### src/rtl/vga_timing_pkg.sv
// Shared VGA timing constants, raster derivation helpers and the renderer colour palette.
// Defaults describe 640x480 at 60 Hz from a 100 MHz clock with a 25 MHz pixel rate.
package vga_timing_pkg;

  localparam int DEF_CLK_DIV   = 4;
  localparam int DEF_H_SYNC    = 96;
  localparam int DEF_H_BP      = 48;
  localparam int DEF_H_VISIBLE = 640;
  localparam int DEF_H_FP      = 16;
  localparam int DEF_V_SYNC    = 2;
  localparam int DEF_V_BP      = 33;
  localparam int DEF_V_VISIBLE = 480;
  localparam int DEF_V_FP      = 10;

  localparam int COUNT_W   = 10;
  localparam int COUNT_MAX = 1 << COUNT_W;

  localparam logic [11:0] BLACK  = 12'h000;
  localparam logic [11:0] WHITE  = 12'hFFF;
  localparam logic [11:0] RED    = 12'hF00;
  localparam logic [11:0] BLUE   = 12'h00F;
  localparam logic [11:0] PINK   = 12'hF6B;
  localparam logic [11:0] PURPLE = 12'h80F;

  // Connector-side signals, registered together so they stay mutually aligned.
  typedef struct packed {
    logic        hs;
    logic        vs;
    logic [11:0] rgb;
  } vga_pins_t;

  function automatic int raster_total(input int sync, input int bp, input int vis, input int fp);
    return sync + bp + vis + fp;
  endfunction

  function automatic int first_visible(input int sync, input int bp);
    return sync + bp;
  endfunction

  function automatic int last_visible(input int sync, input int bp, input int vis);
    return sync + bp + vis - 1;
  endfunction

endpackage

### src/rtl/vga_pix_en_gen.sv
// Pixel-rate enable: a one-clk pix_en strobe every CLK_DIV clocks, first one
// CLK_DIV clocks after reset is released.
module vga_pix_en_gen #(
  parameter int CLK_DIV = 4
) (
  input  logic clk,
  input  logic rst,
  output logic pix_en
);

  if (CLK_DIV < 1 || CLK_DIV > 16) begin : g_bad_clk_div
    $error("vga_pix_en_gen: CLK_DIV must be in 1..16");
  end

  localparam logic [3:0] DIV_LAST = 4'(CLK_DIV - 1);

  logic [3:0] div;
  logic       div_wrap;

  assign div_wrap = (div == DIV_LAST);

  // NOTE: every register here has an async reset term; the sensitivity list
  // carries posedge rst so it acts without waiting for a clock edge.
  always_ff @(posedge clk or posedge rst) begin
    if (rst) begin
      div    <= '0;
      pix_en <= 1'b0;
    end else begin
      div    <= div_wrap ? 4'd0 : div + 4'd1;
      pix_en <= div_wrap;
    end
  end

endmodule

### src/rtl/vga_timing_gen.sv
// VGA raster timing: pixel/line counters, visible-window flag, line/frame ticks and
// a one-pixel output stage that blanks the renderer colour and drives the syncs.
module vga_timing_gen
  import vga_timing_pkg::*;
#(
  parameter int CLK_DIV         = DEF_CLK_DIV,
  parameter int H_SYNC          = DEF_H_SYNC,
  parameter int H_BP            = DEF_H_BP,
  parameter int H_VISIBLE       = DEF_H_VISIBLE,
  parameter int H_FP            = DEF_H_FP,
  parameter int V_SYNC          = DEF_V_SYNC,
  parameter int V_BP            = DEF_V_BP,
  parameter int V_VISIBLE       = DEF_V_VISIBLE,
  parameter int V_FP            = DEF_V_FP,
  parameter bit SYNC_ACTIVE_LOW = 1'b1
) (
  input  logic        clk,
  input  logic        rst,
  input  logic [11:0] rgb_in,
  output logic [9:0]  hCount,
  output logic [9:0]  vCount,
  output logic        bright,
  output logic        pix_en,
  output logic        line_tick,
  output logic        frame_tick,
  output logic        vga_hs,
  output logic        vga_vs,
  output logic [11:0] vga_rgb
);

  localparam int H_TOTAL = raster_total(H_SYNC, H_BP, H_VISIBLE, H_FP);
  localparam int V_TOTAL = raster_total(V_SYNC, V_BP, V_VISIBLE, V_FP);
  localparam int H_START = first_visible(H_SYNC, H_BP);
  localparam int H_END   = last_visible(H_SYNC, H_BP, H_VISIBLE);
  localparam int V_START = first_visible(V_SYNC, V_BP);
  localparam int V_END   = last_visible(V_SYNC, V_BP, V_VISIBLE);

  if (H_TOTAL > COUNT_MAX || V_TOTAL > COUNT_MAX) begin : g_bad_raster
    $error("vga_timing_gen: H_TOTAL and V_TOTAL must fit the 10-bit counters");
  end

  if (H_VISIBLE < 1 || V_VISIBLE < 1 || H_SYNC < 1 || V_SYNC < 1) begin : g_bad_window
    $error("vga_timing_gen: sync widths and visible sizes must be at least 1");
  end

  localparam logic [9:0] H_LAST    = 10'(H_TOTAL - 1);
  localparam logic [9:0] V_LAST    = 10'(V_TOTAL - 1);
  localparam logic [9:0] H_FIRST_V = 10'(H_START);
  localparam logic [9:0] H_LAST_V  = 10'(H_END);
  localparam logic [9:0] V_FIRST_V = 10'(V_START);
  localparam logic [9:0] V_LAST_V  = 10'(V_END);
  localparam logic [9:0] H_SYNC_W  = 10'(H_SYNC);
  localparam logic [9:0] V_SYNC_W  = 10'(V_SYNC);

  localparam logic SYNC_ON  = ~SYNC_ACTIVE_LOW;
  localparam logic SYNC_OFF = SYNC_ACTIVE_LOW;

  vga_pix_en_gen #(
    .CLK_DIV(CLK_DIV)
  ) u_pix_en (
    .clk   (clk),
    .rst   (rst),
    .pix_en(pix_en)
  );

  function automatic logic in_window(input logic [9:0] h, input logic [9:0] v);
    return (h >= H_FIRST_V) && (h <= H_LAST_V) && (v >= V_FIRST_V) && (v <= V_LAST_V);
  endfunction

  logic       h_wrap;
  logic       v_wrap;
  logic [9:0] h_next;
  logic [9:0] v_next;

  // NOTE: every output of this block is given a value on every path, so no
  // latch can be inferred even as the wrap conditions grow.
  always_comb begin
    h_wrap = (hCount == H_LAST);
    v_wrap = (vCount == V_LAST);
    h_next = hCount + 10'd1;
    v_next = vCount;
    if (h_wrap) begin
      h_next = '0;
      v_next = v_wrap ? 10'd0 : vCount + 10'd1;
    end
  end

  // bright is computed from the next position so it lands in the same register
  // update as the counters it describes.
  always_ff @(posedge clk or posedge rst) begin
    if (rst) begin
      hCount     <= '0;
      vCount     <= '0;
      bright     <= 1'b0;
      line_tick  <= 1'b0;
      frame_tick <= 1'b0;
    end else begin
      // NOTE: non-blocking assignments here so every register samples the
      // pre-edge values of hCount/vCount regardless of statement order.
      line_tick  <= 1'b0;
      frame_tick <= 1'b0;
      if (pix_en) begin
        hCount     <= h_next;
        vCount     <= v_next;
        bright     <= in_window(h_next, v_next);
        line_tick  <= h_wrap;
        frame_tick <= h_wrap && v_wrap;
      end
    end
  end

  vga_pins_t pins;

  // Output stage captures the pixel currently shown on hCount/vCount, so the
  // connector runs exactly one pixel behind the counters.
  always_ff @(posedge clk or posedge rst) begin
    if (rst) begin
      pins <= '{hs: SYNC_OFF, vs: SYNC_OFF, rgb: BLACK};
    end else if (pix_en) begin
      pins.rgb <= bright ? rgb_in : BLACK;
      pins.hs  <= (hCount < H_SYNC_W) ? SYNC_ON : SYNC_OFF;
      pins.vs  <= (vCount < V_SYNC_W) ? SYNC_ON : SYNC_OFF;
    end
  end

  assign vga_hs  = pins.hs;
  assign vga_vs  = pins.vs;
  assign vga_rgb = pins.rgb;

endmodule

### config.mk
export PLATFORM = sky130hd
export DESIGN_NAME = vga_timing_gen
export DESIGN_NICKNAME = d
export VERILOG_FILES = /design/src/rtl/vga_timing_pkg.sv /design/src/rtl/vga_pix_en_gen.sv /design/src/rtl/vga_timing_gen.sv
export SDC_FILE = /design/constraint.sdc
export NUM_CORES = 1
export LEC_CHECK = 0
export CAP_MARGIN = 20
export CORE_ASPECT_RATIO = 0.75
export CORE_UTILIZATION = 50
export CTS_BUF_LIST = sky130_fd_sc_hd__clkbuf_16
export DETAILED_ROUTE_END_ITERATION = 10
export PLACE_DENSITY = 0.8
export SYNTH_ARGS = -nofsm -noshare
export SYNTH_HDL_FRONTEND = slang
export SYNTH_SLANG_ARGS = --single-unit
### constraint.sdc
create_clock -name clk -period 3.2 [get_ports clk]
set_input_delay 0.48 -clock clk [delete_from_list [all_inputs] [get_ports clk]]
set_output_delay 0.48 -clock clk [all_outputs]
set_load 0.01 [all_outputs]
# Word-level counts from Yosys, hierarchy flattened

Index checks and enable logic that the tools add are counted.

Register bits: 42
Latch bits: 0
RAM bits: 0
Memory bits (read-only): 0
Input bits: 14
Output and inout port bits: 38
Logic and storage cells: 35
Memories kept: 0

$add $sub $neg: 3
Multiply operators: 0
Divide/modulo/power cells: 0
$lt $le $gt $ge: 6
Equality and inequality tests: 3
Shift-type cells: 0
Multiplexer cells: 9
Bitwise logic cells: 0
Reduce and logical (&&, ||, !) cells: 4

Operators by type and width:

| kind                  | count |
|---|---|
| $mux 10               | 3 |
| $add 10x1->10 const B | 2 |
| $eq 10x10->1 const B  | 2 |
| $le 10x10->1 const B  | 2 |
| $mux 12               | 1 |
| $ge 10x6->1 const B   | 1 |
| $ge 10x8->1 const B   | 1 |
| $lt 10x2->1 const B   | 1 |
| $lt 10x7->1 const B   | 1 |
| $add 4x1->4 const B   | 1 |
| $eq 4x2->1 const B    | 1 |
| $logic_and 1x1->1     | 4 |
| $mux 1                | 4 |
| $mux 4                | 1 |

# Longest topological paths before layout

Gate-level depths: netlist of run 1.

Depth after elaboration: 6
Gate-level depth with buffers: 10
Gate-level depth less buffers: 9

# Hierarchy

Synthesis of run 1 repeated with hierarchy kept, for this count alone.

Cells, all modules: 214
Area, all modules: 2,198.4 um2

By module, submodules not included:

| module         | times used | cells an instance | area each (um2) | seq. area each (um2) |
|---|---|---|---|---|
| vga_timing_gen | 1          | 200               | 2,005.7         | 928.4 |
| vga_pix_en_gen | 1          | 14                | 192.7           | 125.1 |

# Least setup slack after synthesis of run 1

Ideal clock, no wire load.

Kind: reg-to-reg
From: register hCount[1]
To: register bright
Library setup time: 0.081 ns
Arrival: 2.221 ns
Data required time: 3.119 ns
Slack: 0.898 ns
Cell stages (with the launch flop): 11
Buffers on the path: 2
Period minus slack after synthesis: 2.302 ns
Cell sequence: dfrtp_1 -> ha_1 -> and4_4 -> buf_6 -> nand4_2 -> buf_4 -> a31oi_1 -> nor2_1 -> nor4_1 -> mux2_2 -> a31oi_2

Word-level cells in the longest chain between the ends: 6
Elaborated cells on any way between the ends: 11
Classes of those cells: add/sub: 1; order compare: 4; eq/ne: 1; mux: 2; reduce/logical: 3

RTL lines:

| element                                       | RTL line                                   | source |
|---|---|---|
| start: declaration                            | vga_timing_gen.sv:20                       | `output logic [9:0] hCount,` |
| start signal: assignment                      | vga_timing_gen.sv:103                      | `hCount <= h_next;` |
| $add 10x1->10 or $eq 10x10->1 (tied branches) | vga_timing_gen.sv:80, vga_timing_gen.sv:78 |  |
| $mux 10                                       | vga_timing_gen.sv:82                       | `if (h_wrap) begin` |
| $ge 10x8->1 or $le 10x10->1 (tied branches)   | vga_timing_gen.sv:67                       | `return (h >= H_FIRST_V) && (h <= H_LAST_V) && (v >= V_FIRST_V) && (v <= V_LAST_V);` |
| $logic_and 1x1->1 (2 in series)               | vga_timing_gen.sv:67                       |  |
| $logic_and 1x1->1 (*)                         | vga_timing_gen.sv:67                       |  |
| end signal: assignment                        | vga_timing_gen.sv:105                      | `bright <= in_window(h_next, v_next);` |
| end: declaration                              | vga_timing_gen.sv:22                       | `output logic bright,` |

Every way passes the cells marked *; elsewhere a longest branch is shown, timed or not.
A chain may end at the register's enable or synchronous reset.

# Final worst setup path of run 1

Same ends and word-level chain as after synthesis.

==> flow_metrics.py, run 1 <==
metrics = {
    "run_status": {
        "status": "finished, final reports clean",
    },
    "sta": {
        "setup_viol": 0,
        "finClkSkew_ps": 1.79,
        "fmax_ghz": 0.399,
        "relSlewSlack": 0.653,
        "finalCritPeriodShare": 0.784,
        "drv_slew": 0,
        "finalCriticalPeriod_ps": 2510,
        "worstMarginPinSlew_ps": 520,
        "hold_violations": 0,
        "finalSetupTns_ps": 0,
        "rsz0062_at_grt": "no",
    },
    "cells_and_area": {
        "post-route-cell-area_sq_mm": 0.00295,
        "nets": 313,
        "mostFrequentLayoutCell": "clkdlybuf4s50_1",
        "diodes": 0,
        "syn_to_final_growth_pct": 30.0,
        "layout_common_cells": "clkdlybuf4s50_1 (51), dfrtp_1 (40), nand2_1 (35)",
        "drive_gt1_frac": 0.0712,
        "nFillCells": 328,
    },
    "global_routing": {
        "grt_pass1_vias": 1774,
        "grt_pass1_wl_um": 8340,
        "antenna_found_initial": 0,
        "grt_util_all_layers": 0.228,
        "gr-total-overflow": 0,
        "grt_max_degree": 43,
    },
    "floorplanning": {
        "num_rows": 20,
        "die_area_sq_mm": 0.00481,
        "start_util": 0.539,
        "die_h_um": 60.3,
        "ios": 52,
        "core_sq_mm": 0.00420,
        "die_x_um": 79.7,
    },
    "route": {
        "num_vias": 2015,
        "drtAntennaViolNets": 0,
        "wl_per_cell_um": 14.3,
        "dr.pass1.iters": 5,
        "routed_via_density": 5.76,
        "drc_errors": 0,
        "finalWirelength_um": 5010,
        "drtIter0Drc": 88,
    },
    "worst_setup_path": {
        "r2r_cells": 8,
        "r2r_end": "bright",
        "cp.arrival_ps": 2710,
        "critPathLaunch": "hCount[1]",
        "cp-start-kind": "register",
        "cp-end-kind": "register",
        "critPathMaxStageDelay_ps": 470,
        "path_max_fanout": 11,
        "cp_cell_sequence": "ha_1 -> and4_4 -> nand4_2 -> or3_1 -> xor2_1 -> o211ai_1 -> mux2_2 -> a31oi_2",
        "critPathRequiredTime_ps": 3400,
        "ff2ff_setup_slack_ps": 690,
        "crit_path_top_delay_cell": "or3_1",
        "regToRegStartpoint": "hCount[1]",
        "critical_path_class": "reg -> reg",
    },
    "logic_synthesis": {
        "synth-edff-count": 0,
        "async_flop_share": 1.00,
        "synth_ff_type": "dfrtp_1",
        "netlist_area_sq_mm": 0.00227,
        "postSynthAreaPerCell_sq_um": 9.14,
        "syn_nets": 267,
        "netlist.top_cell.by_area": "dfrtp_1",
        "netlist_top_cells_area": "dfrtp_1 (44%), nand2_1 (5.8%), o21ai_0 (5.7%)",
        "yosysWarnings": 0,
        "yosysUniqueCellTypes": 50,
        "netlist.area_leader.share": 0.442,
        "postSynthCellCount": 248,
        "yosysSeqAreaShare": 0.465,
        "ys_seq_elements": 42,
    },
    "cts": {
        "cts.clk_slew.worst_paths_ps": 60,
        "cts.sinks": 42,
        "post_cts_buffers": 0,
        "cts_tree": "done",
        "ctsLongestPathBuffers": 2,
        "clock_latency_ps": 280,
        "cts_hold_buf": 0,
        "cts_root_buf": "clkbuf_16",
        "cts_resized": 0,
        "numCtsBuffers": 5,
        "h-tree-depth": 2,
    },
    "power_and_ir_drop": {
        "vdd_drop_max_uv": 358,
        "power_density_mw_per_mm2": 379,
        "p_leak_nw": 1.20,
    },
    "min_path": {
        "hp-start": "u_pix_en.div[0]",
        "whs_endpoint": "u_pix_en.div[0]",
        "whs_path_depth": 1,
        "holdCritPathClass": "reg -> reg",
    },
    "placement": {
        "hpwlAfterDp_um": 3560,
        "portBuffers": 51,
        "placed_area_sq_mm": 0.00278,
        "routabilityCongestion": 0.909,
    },
    "job": {
        "max_cap_viol_count": 0,
    },
}
[metrics by stage]
stage | cells | hold WS (ps) | util | power (mW) | setup slack [ps]
after global routing | 350 | 478 | 0.701 | 1.16 | 454
after detailed placement | 342 | 461 | 0.661 | 0.569 | 724
after CTS | 350 | 469 | 0.701 | 1.13 | 694
final | 350 | 467 | 0.701 | 1.12 | 692
after global placement | 342 | 449 | 0.661 | 0.568 | 811
after floorplan | 248 | 433 | - | 0.549 | 898
[logic make-up after synthesis]
| kind of cell | share of synthesized area |
|---|---|
| AOI/OAI and AO/OA | 0.144 |
| xor gates and xnor gates | 0.0348 |
| adders and majority gates | 0.0276 |
| buffers and inverters | 0.0690 |
| DFF | 0.465 |
| muxes | 0.0149 |
| and+or+nand+nor | 0.245 |
[worst max-delay path by stage]
stage / end
after detailed placement: bright
after global routing: bright
final: bright
after floorplan: bright
after CTS: bright
after global placement: bright
[state kept, by name (all words and copies together), names as in the netlist]
signal and flops:
bright 1, frame_tick 1, hCount 10, line_tick 1, u_pix_en.div 4, u_pix_en.pix_en 1
vCount 10, vga_hs 1, vga_rgb 12, vga_vs 1
[area by class of cell]
type,count,area [sq um],share of cell area
multi-input combinational,173,1060,0.359
sequential,42,1050,0.358
timing repair buffer,54,533,0.181
clock buffer,5,125,0.0425
tap,55,68.8,0.0234
inverter,18,67.6,0.0229
clock inverter,3,41.3,0.0140
[cell usage after synthesis (2+ instances only)]
master / n
nand2_1: 35
dfrtp_1: 40
buf_6: 3
o31ai_1: 3
a21oi_1: 5
a41oi_1: 2
inv_1: 18
nand2b_1: 3
nor2_1: 15
nor3_1: 4
nand3_1: 8
ha_1: 5
and2_1: 5
buf_2: 5
nor2b_1: 2
and3_1: 7
and4_1: 4
o21ai_0: 26
nor4_1: 3
a21boi_1: 2
dfstp_2: 2
clkbuf_1: 6
nand4_1: 6
or3_1: 3
xor2_1: 3
xnor2_1: 6
mux2_2: 3
o211ai_1: 2
[critical path, delay by kind of cell, from the launching register on]
family	cells	cell delay, ps
xor gates and xnor gates	1	160
DFF	1	450
AOI/OAI and AO/OA	2	260
muxes	1	290
adders and majority gates	1	230
and+or+nand+nor	3	1040
[power breakdown]
group          switching [mW]  internal [mW]  leakage, nW
registers                   0          0.531        0.565
clock network           0.193          0.365       0.0812
logic                  0.0121         0.0148        0.556
[layer usage]
metal,part of all wire,GRT usage
met4,0.0038,0.0459
met5,0,0
met2,0.44,0.358
met1,0.47,0.319
met3,0.086,0.0641
(Power assumes the default switching activity.)
==> run 2, diff against run 1 <==
CORE_UTILIZATION = 45   (was 50)
PLACE_DENSITY = 0.76   (was 0.8)
clock period = 2.15 ns   (was 3.2 ns; I/O delays follow)
==> flow_metrics.py, run 2 (synthesized netlist as in run 1, its figures left out) <==
metrics = {
    "cts": {
        "ctsLongestPathBuffers": 2,
        "clock_latency_ps": 280,
        "cts_tree": "done",
        "numCtsBuffers": 5,
        "cts.sinks": 42,
        "cts_root_buf": "clkbuf_16",
        "cts.clk_slew.worst_paths_ps": 60,
        "h-tree-depth": 2,
    },
    "floorplanning": {
        "ios": 52,
        "die_h_um": 63.5,
        "num_rows": 21,
        "core_sq_mm": 0.00465,
        "die_x_um": 83.9,
        "die_area_sq_mm": 0.00533,
        "start_util": 0.487,
    },
    "route": {
        "finalWirelength_um": 6000,
        "routed_via_density": 5.54,
        "dr.pass1.iters": 8,
        "drtIter0Drc": 126,
        "drtAntennaViolNets": 0,
        "drc_errors": 10,
        "wl_per_cell_um": 15.4,
        "num_vias": 2154,
    },
    "cells_and_area": {
        "mostFrequentLayoutCell": "clkdlybuf4s50_1",
        "largest_reg_flops": 12,
        "seq_area_sq_mm": 0.00105,
        "diodes": 0,
        "syn_to_final_growth_pct": 45.3,
        "layout_common_cells": "clkdlybuf4s50_1 (51), dfrtp_1 (39), buf_4 (38)",
        "nFillCells": 343,
        "nets": 350,
        "multi_input_area_sq_mm": 0.00114,
        "fin_util": 0.708,
        "drive_gt1_frac": 0.211,
    },
    "min_path": {
        "holdCritPathClass": "reg -> reg",
        "whs_endpoint": "u_pix_en.div[0]",
        "hp-start": "u_pix_en.div[0]",
        "whs_path_depth": 1,
    },
    "worst_setup_path": {
        "regToRegStartpoint": "hCount[0]",
        "r2r_cells": 8,
        "critical_path_class": "reg -> reg",
        "path_buf_inv": 0,
        "cp-end-kind": "register",
        "cp-start-kind": "register",
        "r2r_end": "bright",
        "cp.arrival_ps": 2350,
        "ff2ff_setup_slack_ps": 2,
        "critPathRequiredTime_ps": 2360,
        "critPathMaxStageDelay_ps": 410,
        "path_max_fanout": 6,
        "crit_path_top_delay_cell": "or3_1",
        "cp_cell_sequence": "ha_2 -> and4_4 -> nand4_4 -> or3_1 -> xor2_1 -> nand2b_1 -> mux2_4 -> a31oi_4",
        "cp_top_family": "simple AND/OR/NAND/NOR gates",
    },
    "global_routing": {
        "grt_max_degree": 43,
        "grt_util_all_layers": 0.233,
        "antenna_found_initial": 0,
        "grt_pass1_vias": 2051,
        "grt_pass1_wl_um": 9890,
        "gr-total-overflow": 0,
    },
    "power_and_ir_drop": {
        "vdd_drop_max_uv": 426,
        "p_leak_nw": 1.41,
        "power_density_mw_per_mm2": 475,
        "power.total_mw": 1.56,
    },
    "sta": {
        "relSlewSlack": 0.652,
        "setup_slack_ps": 2.40,
        "finalCritPeriodShare": 0.999,
        "drv_slew": 0,
        "setup_viol": 0,
        "rsz0062_at_grt": "yes",
        "hold_violations": 0,
        "worstMarginPinSlew_ps": 523,
        "finalCriticalPeriod_ps": 2150,
        "fmax_ghz": 0.466,
        "finClkSkew_ps": 7.51,
    },
    "placement": {
        "routabilityCongestion": 0.880,
        "portBuffers": 51,
        "place_ws_ps": -94.1,
        "hpwlAfterDp_um": 4110,
    },
    "job": {
        "max_cap_viol_count": 0,
    },
    "run_status": {
        "violations": "design-rule violations",
        "status": "finished, violations left",
    },
}
==> run 2: repair_timing <==
item	4_1_cts	5_1_grt
cloned	0	0
pin swaps	6	6
setup buffers	2	0
hold endpoints to repair	0	0
hold buffers	0	0
endpoints found under the setup margin	1	2
gates resized for setup	8	11
==> run 2: per-layer routing <==
| metal | track usage | wire (um) | vias to the layer above |
|---|---|---|---|
| met5 | 0 | 0 | - |
| met4 | 0.0625 | 65 | 0 |
| met3 | 0.0393 | 244 | 8 |
| met2 | 0.397 | 3030 | 66 |
| met1 | 0.309 | 2660 | 1054 |
| li1 | - | - | 1026 |
==> run 2: per-stage QoR <==
stage | TNS [ps] | hold WS (ps) | area, sq um | instances
floorplan | -144 | 433 | 2270 | 248
global placement | 0 | 445 | 3050 | 379
detailed placement | -94.1 | 460 | 3050 | 379
CTS | 0 | 467 | 3240 | 389
global route | -175 | 486 | 3290 | 389
finish | 0 | 463 | 3290 | 389
==> run 2: worst max-delay path by stage <==
stage	startpoint	endpoint	slack, ps	cells after the start
finish	hCount[0]	bright	2	8
global route	vCount[0]	bright	-90	10
CTS	vCount[0]	bright	10	10
detailed placement	hCount[1]	bright	-90	8
global placement	vCount[0]	bright	10	10
floorplan	hCount[0]	bright	-140	10
==> run 2: report_power, final <==
group	leakage [nW]	internal, mW	switching (mW)
Clock	0.0672	0.424	0.308
Sequential	0.564	0.790	0
Combinational	0.780	0.0220	0.0181
Total	1.41	1.24	0.326
==> run 2: final cells by class <==
type | instances | share of cell area
clock buffer | 5 | 0.0380
sequential | 42 | 0.320
timing repair buffer | 91 | 0.249
tap | 57 | 0.0217
multi-input combinational | 173 | 0.346
clock inverter | 3 | 0.00494
inverter | 18 | 0.0205
